$ cat config.mk
export PLATFORM = sky130hd
export DESIGN_NAME = fault_mem_cfg
export DESIGN_NICKNAME = d
export VERILOG_FILES = /design/src/rtl/fault_mem_cfg.sv
export SDC_FILE = /design/constraint.sdc
export NUM_CORES = 1
export LEC_CHECK = 0
export ABC_CLOCK_PERIOD_IN_PS = 9200
export CORE_MARGIN = 8
export CORE_UTILIZATION = 39
export DETAILED_ROUTE_END_ITERATION = 8
export HOLD_SLACK_MARGIN = 0.08
export PLACE_DENSITY = 0.66
export SETUP_SLACK_MARGIN = 0.2
export SYNTH_ARGS = -nofsm -noshare
export SYNTH_HDL_FRONTEND = slang
export SYNTH_SLANG_ARGS = --single-unit
$ cat constraint.sdc
create_clock -name clk -period 9.2 [get_ports clk]
set_input_delay 1.84 -clock clk [delete_from_list [all_inputs] [get_ports clk]]
set_output_delay 1.84 -clock clk [all_outputs]
set_load 0.005 [all_outputs]
$ cat src/rtl/fault_mem_cfg.sv
// Behavioural single-port RAM with one run-time selectable fault, used as the
// device under test for the MBIST controller. Write data is registered one
// cycle ahead of its strobe, reads have a two-stage pipeline, and every fault
// activation is reported by a pulse plus a saturating counter.
module fault_mem_cfg #(
  parameter int DATA_WIDTH = 8,
  parameter int ADDR_WIDTH = 4,
  parameter int CNT_WIDTH  = 8,
  localparam int BIT_W = (DATA_WIDTH > 1) ? $clog2(DATA_WIDTH) : 1,
  localparam int DEPTH = 2**ADDR_WIDTH
) (
  input  logic                  clk,
  input  logic                  rst_n,
  input  logic                  write_read,
  input  logic [ADDR_WIDTH-1:0] address,
  input  logic [DATA_WIDTH-1:0] wdata,
  output logic [DATA_WIDTH-1:0] rdata,
  input  logic                  fault_load,
  input  logic [2:0]            fault_type,
  input  logic [ADDR_WIDTH-1:0] fault_addr,
  input  logic [BIT_W-1:0]      fault_bit,
  input  logic [ADDR_WIDTH-1:0] aggr_addr,
  input  logic [BIT_W-1:0]      aggr_bit,
  output logic                  fault_hit,
  output logic [CNT_WIDTH-1:0]  fault_cnt
);

  typedef enum logic [2:0] {
    FT_NONE, FT_SA0, FT_SA1, FT_TF_UP, FT_TF_DN, FT_CFID_DN, FT_CFID_UP, FT_CFIN
  } fault_t;

  typedef struct packed {
    fault_t                ftype;
    logic [ADDR_WIDTH-1:0] vaddr;
    logic [BIT_W-1:0]      vbit;
    logic [ADDR_WIDTH-1:0] aaddr;
    logic [BIT_W-1:0]      abit;
  } cfg_t;

  logic [DATA_WIDTH-1:0] mem [DEPTH];
  cfg_t                  cfg;
  fault_t                eff;
  logic [DATA_WIDTH-1:0] wreg, rreg, old_w, store, rd_w;
  logic                  rreg_vld;
  logic                  vic_we, vic_val, vic_old, a_old, a_new, hit_c;
  // Last bit value the user wrote into the victim: a stuck-at read counts as a
  // hit when the forced value differs from it (or nothing was written yet).
  logic                  ref_bit, ref_vld;

  // Fault effects on the current access: word to store, victim side-write,
  // corrected read word and the activation flag.
  always_comb begin
    eff = cfg.ftype;
    if (eff >= FT_CFID_DN && cfg.aaddr == cfg.vaddr) eff = FT_NONE;
    old_w   = mem[address];
    vic_old = mem[cfg.vaddr][cfg.vbit];
    store   = wreg;
    rd_w    = old_w;
    vic_we  = 1'b0;
    vic_val = 1'b0;
    hit_c   = 1'b0;
    a_old   = old_w[cfg.abit];
    a_new   = wreg[cfg.abit];
    if (write_read) begin
      if (address == cfg.vaddr) begin
        case (eff)
          FT_SA0: begin store[cfg.vbit] = 1'b0; hit_c = wreg[cfg.vbit]; end
          FT_SA1: begin store[cfg.vbit] = 1'b1; hit_c = !wreg[cfg.vbit]; end
          FT_TF_UP: if (!old_w[cfg.vbit] && wreg[cfg.vbit]) begin
            store[cfg.vbit] = 1'b0;
            hit_c = 1'b1;
          end
          FT_TF_DN: if (old_w[cfg.vbit] && !wreg[cfg.vbit]) begin
            store[cfg.vbit] = 1'b1;
            hit_c = 1'b1;
          end
          default: ;
        endcase
      end
      // aggressor and victim addresses differ here, so only one applies
      if (address == cfg.aaddr) begin
        case (eff)
          FT_CFID_DN: if (a_old && !a_new) begin
            vic_we = 1'b1; vic_val = 1'b0; hit_c = vic_old;
          end
          FT_CFID_UP: if (!a_old && a_new) begin
            vic_we = 1'b1; vic_val = 1'b1; hit_c = !vic_old;
          end
          FT_CFIN: if (a_old != a_new) begin
            vic_we = 1'b1; vic_val = !vic_old; hit_c = 1'b1;
          end
          default: ;
        endcase
      end
    end else if (address == cfg.vaddr) begin
      case (eff)
        FT_SA0: begin rd_w[cfg.vbit] = 1'b0; hit_c = !ref_vld || ref_bit; end
        FT_SA1: begin rd_w[cfg.vbit] = 1'b1; hit_c = !ref_vld || !ref_bit; end
        default: ;
      endcase
    end
  end

  // Array: not reset, and frozen while reset is asserted.
  always_ff @(posedge clk) begin
    if (rst_n) begin
      if (write_read) mem[address] <= store;
      if (vic_we) mem[cfg.vaddr][cfg.vbit] <= vic_val;
    end
  end

  // Write-data register, read pipeline, fault config and activation reporting.
  always_ff @(posedge clk or negedge rst_n) begin
    if (!rst_n) begin
      wreg      <= '0;
      rreg      <= '0;
      rreg_vld  <= 1'b0;
      rdata     <= '0;
      fault_hit <= 1'b0;
      fault_cnt <= '0;
      cfg       <= '{ftype: FT_NONE, default: '0};
      ref_bit   <= 1'b0;
      ref_vld   <= 1'b0;
    end else begin
      wreg     <= wdata;
      rreg_vld <= !write_read;
      if (!write_read) rreg <= rd_w;
      if (rreg_vld) rdata <= rreg;
      fault_hit <= hit_c;
      if (hit_c && fault_cnt != '1) fault_cnt <= fault_cnt + CNT_WIDTH'(1);
      if (write_read && address == cfg.vaddr) begin
        ref_bit <= wreg[cfg.vbit];
        ref_vld <= 1'b1;
      end
      if (fault_load) begin
        cfg <= '{ftype: fault_t'(fault_type), vaddr: fault_addr, vbit: fault_bit,
                 aaddr: aggr_addr, abit: aggr_bit};
        ref_vld <= 1'b0;
      end
    end
  end

endmodule

==> out/results.tsv, run 1 <==
stage	metric	value	unit
logic_synthesis	syn_inst	1113	
logic_synthesis	ys_seq_elements	181	
detailed_routing	wl	35930	um
sta	setup_ws	2.372	ns
critical_path	slowest_stage	nor2_1	
critical_path	worst-path-max-fanout	21	
grt	grt_pass1_vias	9119	
grt	grt_use_total	19.90	%
floorplanning	initial_core_util	39.67	%
place	io_buffers	49	
critical_path	critPathArrivalTime	6.96	ns
layout	nets	1157	
floorplanning	fp-row-count	63	
place	post-place-cells	1491	
power_and_ir_drop	leakage	5.769	nW
clock_network	cts_setup_buffers	0	
logic_synthesis	synth_top_area_share	32.60	%
critical_path	worstPathCellList	buf_2 > buf_4 > mux4_2 > mux2_2 > nor2_1 > a21oi_1 > mux4_2 > mux2i_1 > inv_1 > ha_1 > nor2b_1 > o21ai_0 > a21oi_1 > nand2_1 > nor2_1 > nand2_1 > mux2i_1	
run	maxCapViolCount	0	
sta	tightest_slew	1.208	ns
detailed_routing	vias_per_cell	6.158	
floorplanning	die_h	189.9	um
layout	drive_above_1_share	14.81	%
grt	grt_max_degree	77	
logic_synthesis	synth_nets	1149	
logic_synthesis	synth_ff_type	edfxtp_1	
sta	fin_crit	6.828	ns
logic_synthesis	ys_top_cells_by_area	edfxtp_1 (33%), mux2i_1 (13%), dfrtp_1 (11%)	
clock_network	cts_sinks	181	
clock_network	clock_latency	0.44	ns
logic_synthesis	syn_area_per_cell	10.59	sq um
worst_hold_path	hp-class	flip-flop to flip-flop	
critical_path	r2r_slack	4.38	ns
worst_hold_path	worstHoldStart	fault_cnt[4]	
critical_path	slowest_delay	0.97	ns
critical_path	setup.worst_path.start	address[1]	
sta	finalClockSkew	0.01603	ns
floorplanning	die-area	36050	sq um
sta	hold_violations	0	
sta	finalMaxSlewViolations	0	
critical_path	start_kind	primary input	
grt	overflow	0	
power_and_ir_drop	irDropWorstVdd	0.08419	mV
place	dp_hpwl	24720	um
logic_synthesis	yosys.area.top_type	edfxtp_1	
layout	fin_area	13150	sq um
logic_synthesis	synth_warnings	0	
critical_path	critPathKind	primary input to flip-flop	
logic_synthesis	synth_edf_count	128	
clock_network	cts_tree	yes	
sta	rsz0062_at_grt	no	
place	place_ws	1.994	ns
clock_network	hold_buffers	0	
layout	area_growth_syn_to_layout	11.49	%
detailed_routing	first_pass_iters	8	
detailed_routing	drc	0	
floorplanning	coreArea	29720	sq um
outcome	outcome	completed	
clock_network	ctsHtreeMaxLevel	4	
layout	insertedDiodeCount	0	
sta	max_slew_margin	19.15	%
detailed_routing	vias	9385	
sta	setup_tns	0	ns
grt	antenna_found_initial	0	
clock_network	cts_root_buf	clkbuf_16	
logic_synthesis	netlist_area	11790	sq um
sta	fmax	146.5	MHz
clock_network	cts_buffer_depth	2	
layout	stdcell_count	1524	
clock_network	ctsResizeCount	0	
clock_network	clkTransAtPathRegs	0.07	ns
place	place.gp.congestion	0.9660	
floorplanning	ioPinCount	50	
critical_path	timing.rr.start	mem[9][0]	
sta	setup_viol	0	
place	place_area	12580	sq um
logic_synthesis	async_flop_share	29.28	%
detailed_routing	antenna_left	0	
clock_network	cts_made_buffers	17	
logic_synthesis	synth.distinct_cells	66	
logic_synthesis	synth_common_cells	nand2_1 (286), mux2i_1 (157), edfxtp_1 (128), mux4_2 (58), clkbuf_1 (57)	
detailed_routing	route.detailed.wl_per_inst	23.58	um
power_and_ir_drop	p_per_area	152.3	nW/um^2
critical_path	end_kind	flip-flop	
grt	grt_pass1_wl	55500	um
sta	period_share	74.21	%
detailed_routing	dr.first_iter.drc_count	1258	
floorplanning	die_w	189.9	um
critical_path	crit_required	9.33	ns
logic_synthesis	synth_seq_area_share	43.85	%
logic_synthesis	synth.most_common_cell	nand2_1	
layer usage:
metal | track usage, % | share of wire (%) | wire length (um)
met1 | 26.43 | 41 | 14680
met2 | 31.14 | 46 | 16400
met3 | 3.607 | 9.3 | 3349
met4 | 9.471 | 4.2 | 1502
met5 | 0 | 0 | 0
layout by cell type, fill, tap and decap left out, types with 19 or more instances in the layout:
cell / synthesis / final
nor2_1: 55 / 55
nand2_1: 286 / 286
mux4_2: 58 / 58
a22oi_1: 19 / 19
edfxtp_1: 128 / 128
mux2i_1: 157 / 157
buf_4: 3 / 23
dfrtp_1: 53 / 52
a21oi_1: 22 / 22
clkdlybuf4s50_1: 0 / 46
nand3_1: 24 / 24
mux2_2: 31 / 31
o21ai_0: 40 / 40
per-stage QoR:
stage          total power, mW  utilization, %  hold WS [ns]
2_1_floorplan            1.172               -        0.4476
3_3_place_gp             1.294           42.33        0.4687
3_5_place_dp             1.299           42.33        0.4778
4_1_cts                  2.002           44.22        0.4930
5_1_grt                  2.069           44.23        0.5009
6_report                 2.002           44.23        0.4876
state kept, by name, indices dropped and copies added (netlist names):
name	count
rdata	8
cfg	17
wreg	8
ref_bit	1
ref_vld	1
rreg	8
mem	128
fault_hit	1
fault_cnt	8
rreg_vld	1
final cells by class:
type	instances	area (sq um)
clock buffer	17	425.4
clock inverter	15	136.4
fill	2769	16570
inverter	12	45.04
multi-input combinational	836	6226
sequential	181	5171
tap	390	488.0
timing repair buffer	73	653.1
critical path: cells and delay by family:
kind / cells / cell delay, ns
multiplexers: 5 / 1.69
buffers and inverters: 3 / 1.09
adder cells (fa/ha/maj): 1 / 0.29
AND/OR/NAND/NOR: 5 / 1.63
AO/OA/AOI/OAI: 3 / 0.39
report_power, final:
part	switching [mW]	internal, mW	leakage (nW)
Combinational	0.183	0.154	3.69
Clock	0.357	0.358	0.277
Sequential	0.0444	0.905	1.80
cell families (layout without fill, tap and decap cells):
logic type | count (synthesis) | in the layout | synth area share, %
DFF | 181 | 181 | 43.85
AOI/OAI and AO/OA | 127 | 127 | 7.482
adders and majority gates | 3 | 3 | 0.3184
and+or+nand+nor | 442 | 442 | 16.18
muxes | 247 | 247 | 27.50
buffers and inverters | 96 | 117 | 3.407
xor gates and xnor gates | 17 | 17 | 1.263
worst paths after layout:
kind,end,depth (start not counted)
setup / recovery,mem[3][4],17
hold / removal,fault_cnt[4],1
setup reg to reg,mem[3][4],15
hold reg to reg,fault_cnt[4],1
max in group asynchronous,cfg[11],2
min in group asynchronous,fault_cnt[3],2
Note: power is estimated with default switching activity, not from simulation.
==> run 2: changes to the inputs <==
--- a/config.mk
+++ b/config.mk
@@ -5,7 +5,7 @@
 export SDC_FILE = /design/constraint.sdc
 export NUM_CORES = 1
 export LEC_CHECK = 0
-export ABC_CLOCK_PERIOD_IN_PS = 9200
+export ABC_CLOCK_PERIOD_IN_PS = 6600
 export CORE_MARGIN = 8
 export CORE_UTILIZATION = 39
 export DETAILED_ROUTE_END_ITERATION = 8
==> constraint.sdc (replaced) <==
create_clock -name clk -period 6.6 [get_ports clk]
set_input_delay 1.32 -clock clk [delete_from_list [all_inputs] [get_ports clk]]
set_output_delay 1.32 -clock clk [all_outputs]
set_load 0.005 [all_outputs]
==> out/results.tsv, run 2 (synthesis gave the netlist of run 1 again) <==
stage	metric	value	unit	change
outcome	outcome	completed		
floorplanning	die-area	36050	sq um	unchanged
grt	antenna_found_initial	0		unchanged
sta	finalMaxSlewViolations	0		unchanged
critical_path	setup.worst_path.start	address[1]		
worst_hold_path	worstHoldStart	rreg[5]		
detailed_routing	wl	35900	um	about the same
clock_network	clock_latency	0.45	ns	about the same
critical_path	end_kind	flip-flop		
sta	period_share	84.34	%	
critical_path	critPathArrivalTime	5.75	ns	-1.21 ns
layout	top_register	mem		
grt	grt_pass1_wl	55290	um	-0.37%
sta	setup_tns	0	ns	unchanged
sta	setup_viol	0		unchanged
place	dp_hpwl	24510	um	-0.83%
sta	max_slew_margin	17.53	%	-1.6 points
power_and_ir_drop	p_per_area	212.4	nW/um^2	+39%
detailed_routing	vias	9315		-0.75%
layout	drive_above_1_share	15.85	%	+1.0 points
grt	grt_use_total	19.96	%	+0.053 points
clock_network	cts_root_buf	clkbuf_16		
sta	finalClockSkew	0.01496	ns	-0.001068 ns
layout	final_common_cell	nand2_1		
clock_network	cts_setup_buffers	0		unchanged
floorplanning	die_w	189.9	um	unchanged
layout	reg.largest.list	mem x128, cfg x17		
sta	rsz0062_at_grt	no		
critical_path	start_kind	primary input		
clock_network	cts_buffer_depth	2		unchanged
critical_path	slowest_stage	buf_2		
layout	insertedDiodeCount	0		unchanged
clock_network	ctsResizeCount	0		unchanged
critical_path	worst-path-max-fanout	29		+38%
clock_network	cts_tree	yes		
grt	grt_max_degree	57		-26%
power_and_ir_drop	leakage	5.847	nW	+1.3%
detailed_routing	first_pass_iters	6		-2
critical_path	worstPathCellList	buf_2 > buf_4 > mux4_2 > nand2b_1 > o211ai_1 > o21ai_0 > mux4_2 > mux2i_1 > inv_1 > ha_1 > nor2b_1 > o21ai_0 > a21oi_1 > nand2_1 > nor2_1 > buf_4 > nand2_1 > mux2i_1		
clock_network	hold_buffers	0		unchanged
place	post-place-cells	1506		+1.0%
clock_network	clkTransAtPathRegs	0.08	ns	about the same
sta	tightest_slew	1.228	ns	+0.01933 ns
detailed_routing	vias_per_cell	6.057		-1.6%
detailed_routing	antenna_left	0		unchanged
sta	hold_violations	0		unchanged
critical_path	cp_top_family	buffers and inverters		
floorplanning	ioPinCount	50		unchanged
grt	overflow	0		unchanged
layout	mostFrequentLayoutCells	nand2_1 (286), mux2i_1 (157), edfxtp_1 (128), mux4_2 (58), nor2_1 (55)		
critical_path	slowest_delay	0.71	ns	-0.26 ns
layout	largest_register_ffs	128		unchanged
clock_network	cts_made_buffers	17		unchanged
grt	grt_pass1_vias	9140		+0.23%
clock_network	cts_sinks	181		unchanged
sta	fmax	179.6	MHz	
critical_path	critPathKind	primary input to flip-flop		
place	io_buffers	49		unchanged
critical_path	worst-path-buf-inv	4		+1
power_and_ir_drop	irDropWorstVdd	0.1382	mV	+64%
critical_path	r2r_slack	2.25	ns	-2.13 ns
layout	stdcell_count	1538		+0.92%
sta	fin_crit	5.566	ns	
worst_hold_path	hp-class	flip-flop to flip-flop		
layout	area_growth_syn_to_layout	12.64	%	
run	maxCapViolCount	0		unchanged
layout	nets	1171		+1.2%
clock_network	ctsHtreeMaxLevel	4		unchanged
critical_path	crit_required	6.78	ns	-2.55 ns
floorplanning	die_h	189.9	um	unchanged
critical_path	timing.rr.start	cfg[8]		
detailed_routing	dr.first_iter.drc_count	1085		-14%
floorplanning	coreArea	29720	sq um	unchanged
floorplanning	fp-row-count	63		unchanged
place	place.gp.congestion	0.9095		-5.8%
detailed_routing	route.detailed.wl_per_inst	23.34	um	-0.98%
floorplanning	initial_core_util	39.67	%	unchanged
detailed_routing	drc	0		unchanged
[run 2: routing by layer]
metal	vias to the layer above	GRT usage, %	part of all wire [%]
li1	4125	-	-
met1	4594	26.24	41
met2	503	32.32	46
met3	93	3.790	9.5
met4	0	7.486	3.8
met5	-	0	0
[run 2: worst paths after layout]
kind,depth (start not counted),endpoint
min reg2reg,2,rreg[5]
max,18,mem[14][4]
min in group asynchronous,2,fault_cnt[4]
min,2,rreg[5]
max in group asynchronous,2,cfg[11]
max reg2reg,9,mem[11][2]
[run 2: final cells by class]
class                   instances  area, sq um
clock buffers                  17        425.4
clock inverters                15        138.9
fillers                      2741        16440
inverters                      12        45.04
multi-input cells             836         6226
flip-flops and latches        181         5171
well taps                     390        488.0
repair buffers                 87        785.8
[run 2: worst min-delay path, stage by stage (launching register included)]
cell and delay, ns:
dfrtp_1 0.34, nand2_1 0.05, o21ai_0 0.05
[run 2: stage by stage]
stage	instance area [sq um]	utilization, %	total power, mW	setup WS (ns)	hold slack, ns
after global placement	12720	42.79	1.813	0.7101	0.4618
after global routing	13280	44.69	2.907	0.6993	0.5056
after detailed placement	12720	42.79	1.820	0.6727	0.4684
after floorplan	11790	-	1.634	1.501	0.4476
after CTS	13280	44.69	2.820	1.129	0.4867
final	13280	44.69	2.821	1.034	0.4805
[run 2: report_power, final]
group | internal (mW) | total, mW | switching (mW)
sequential | 1.26 | 1.32 | 0.0583
clock | 0.500 | 1.02 | 0.517
combinational | 0.219 | 0.484 | 0.265
total | 1.98 | 2.82 | 0.840
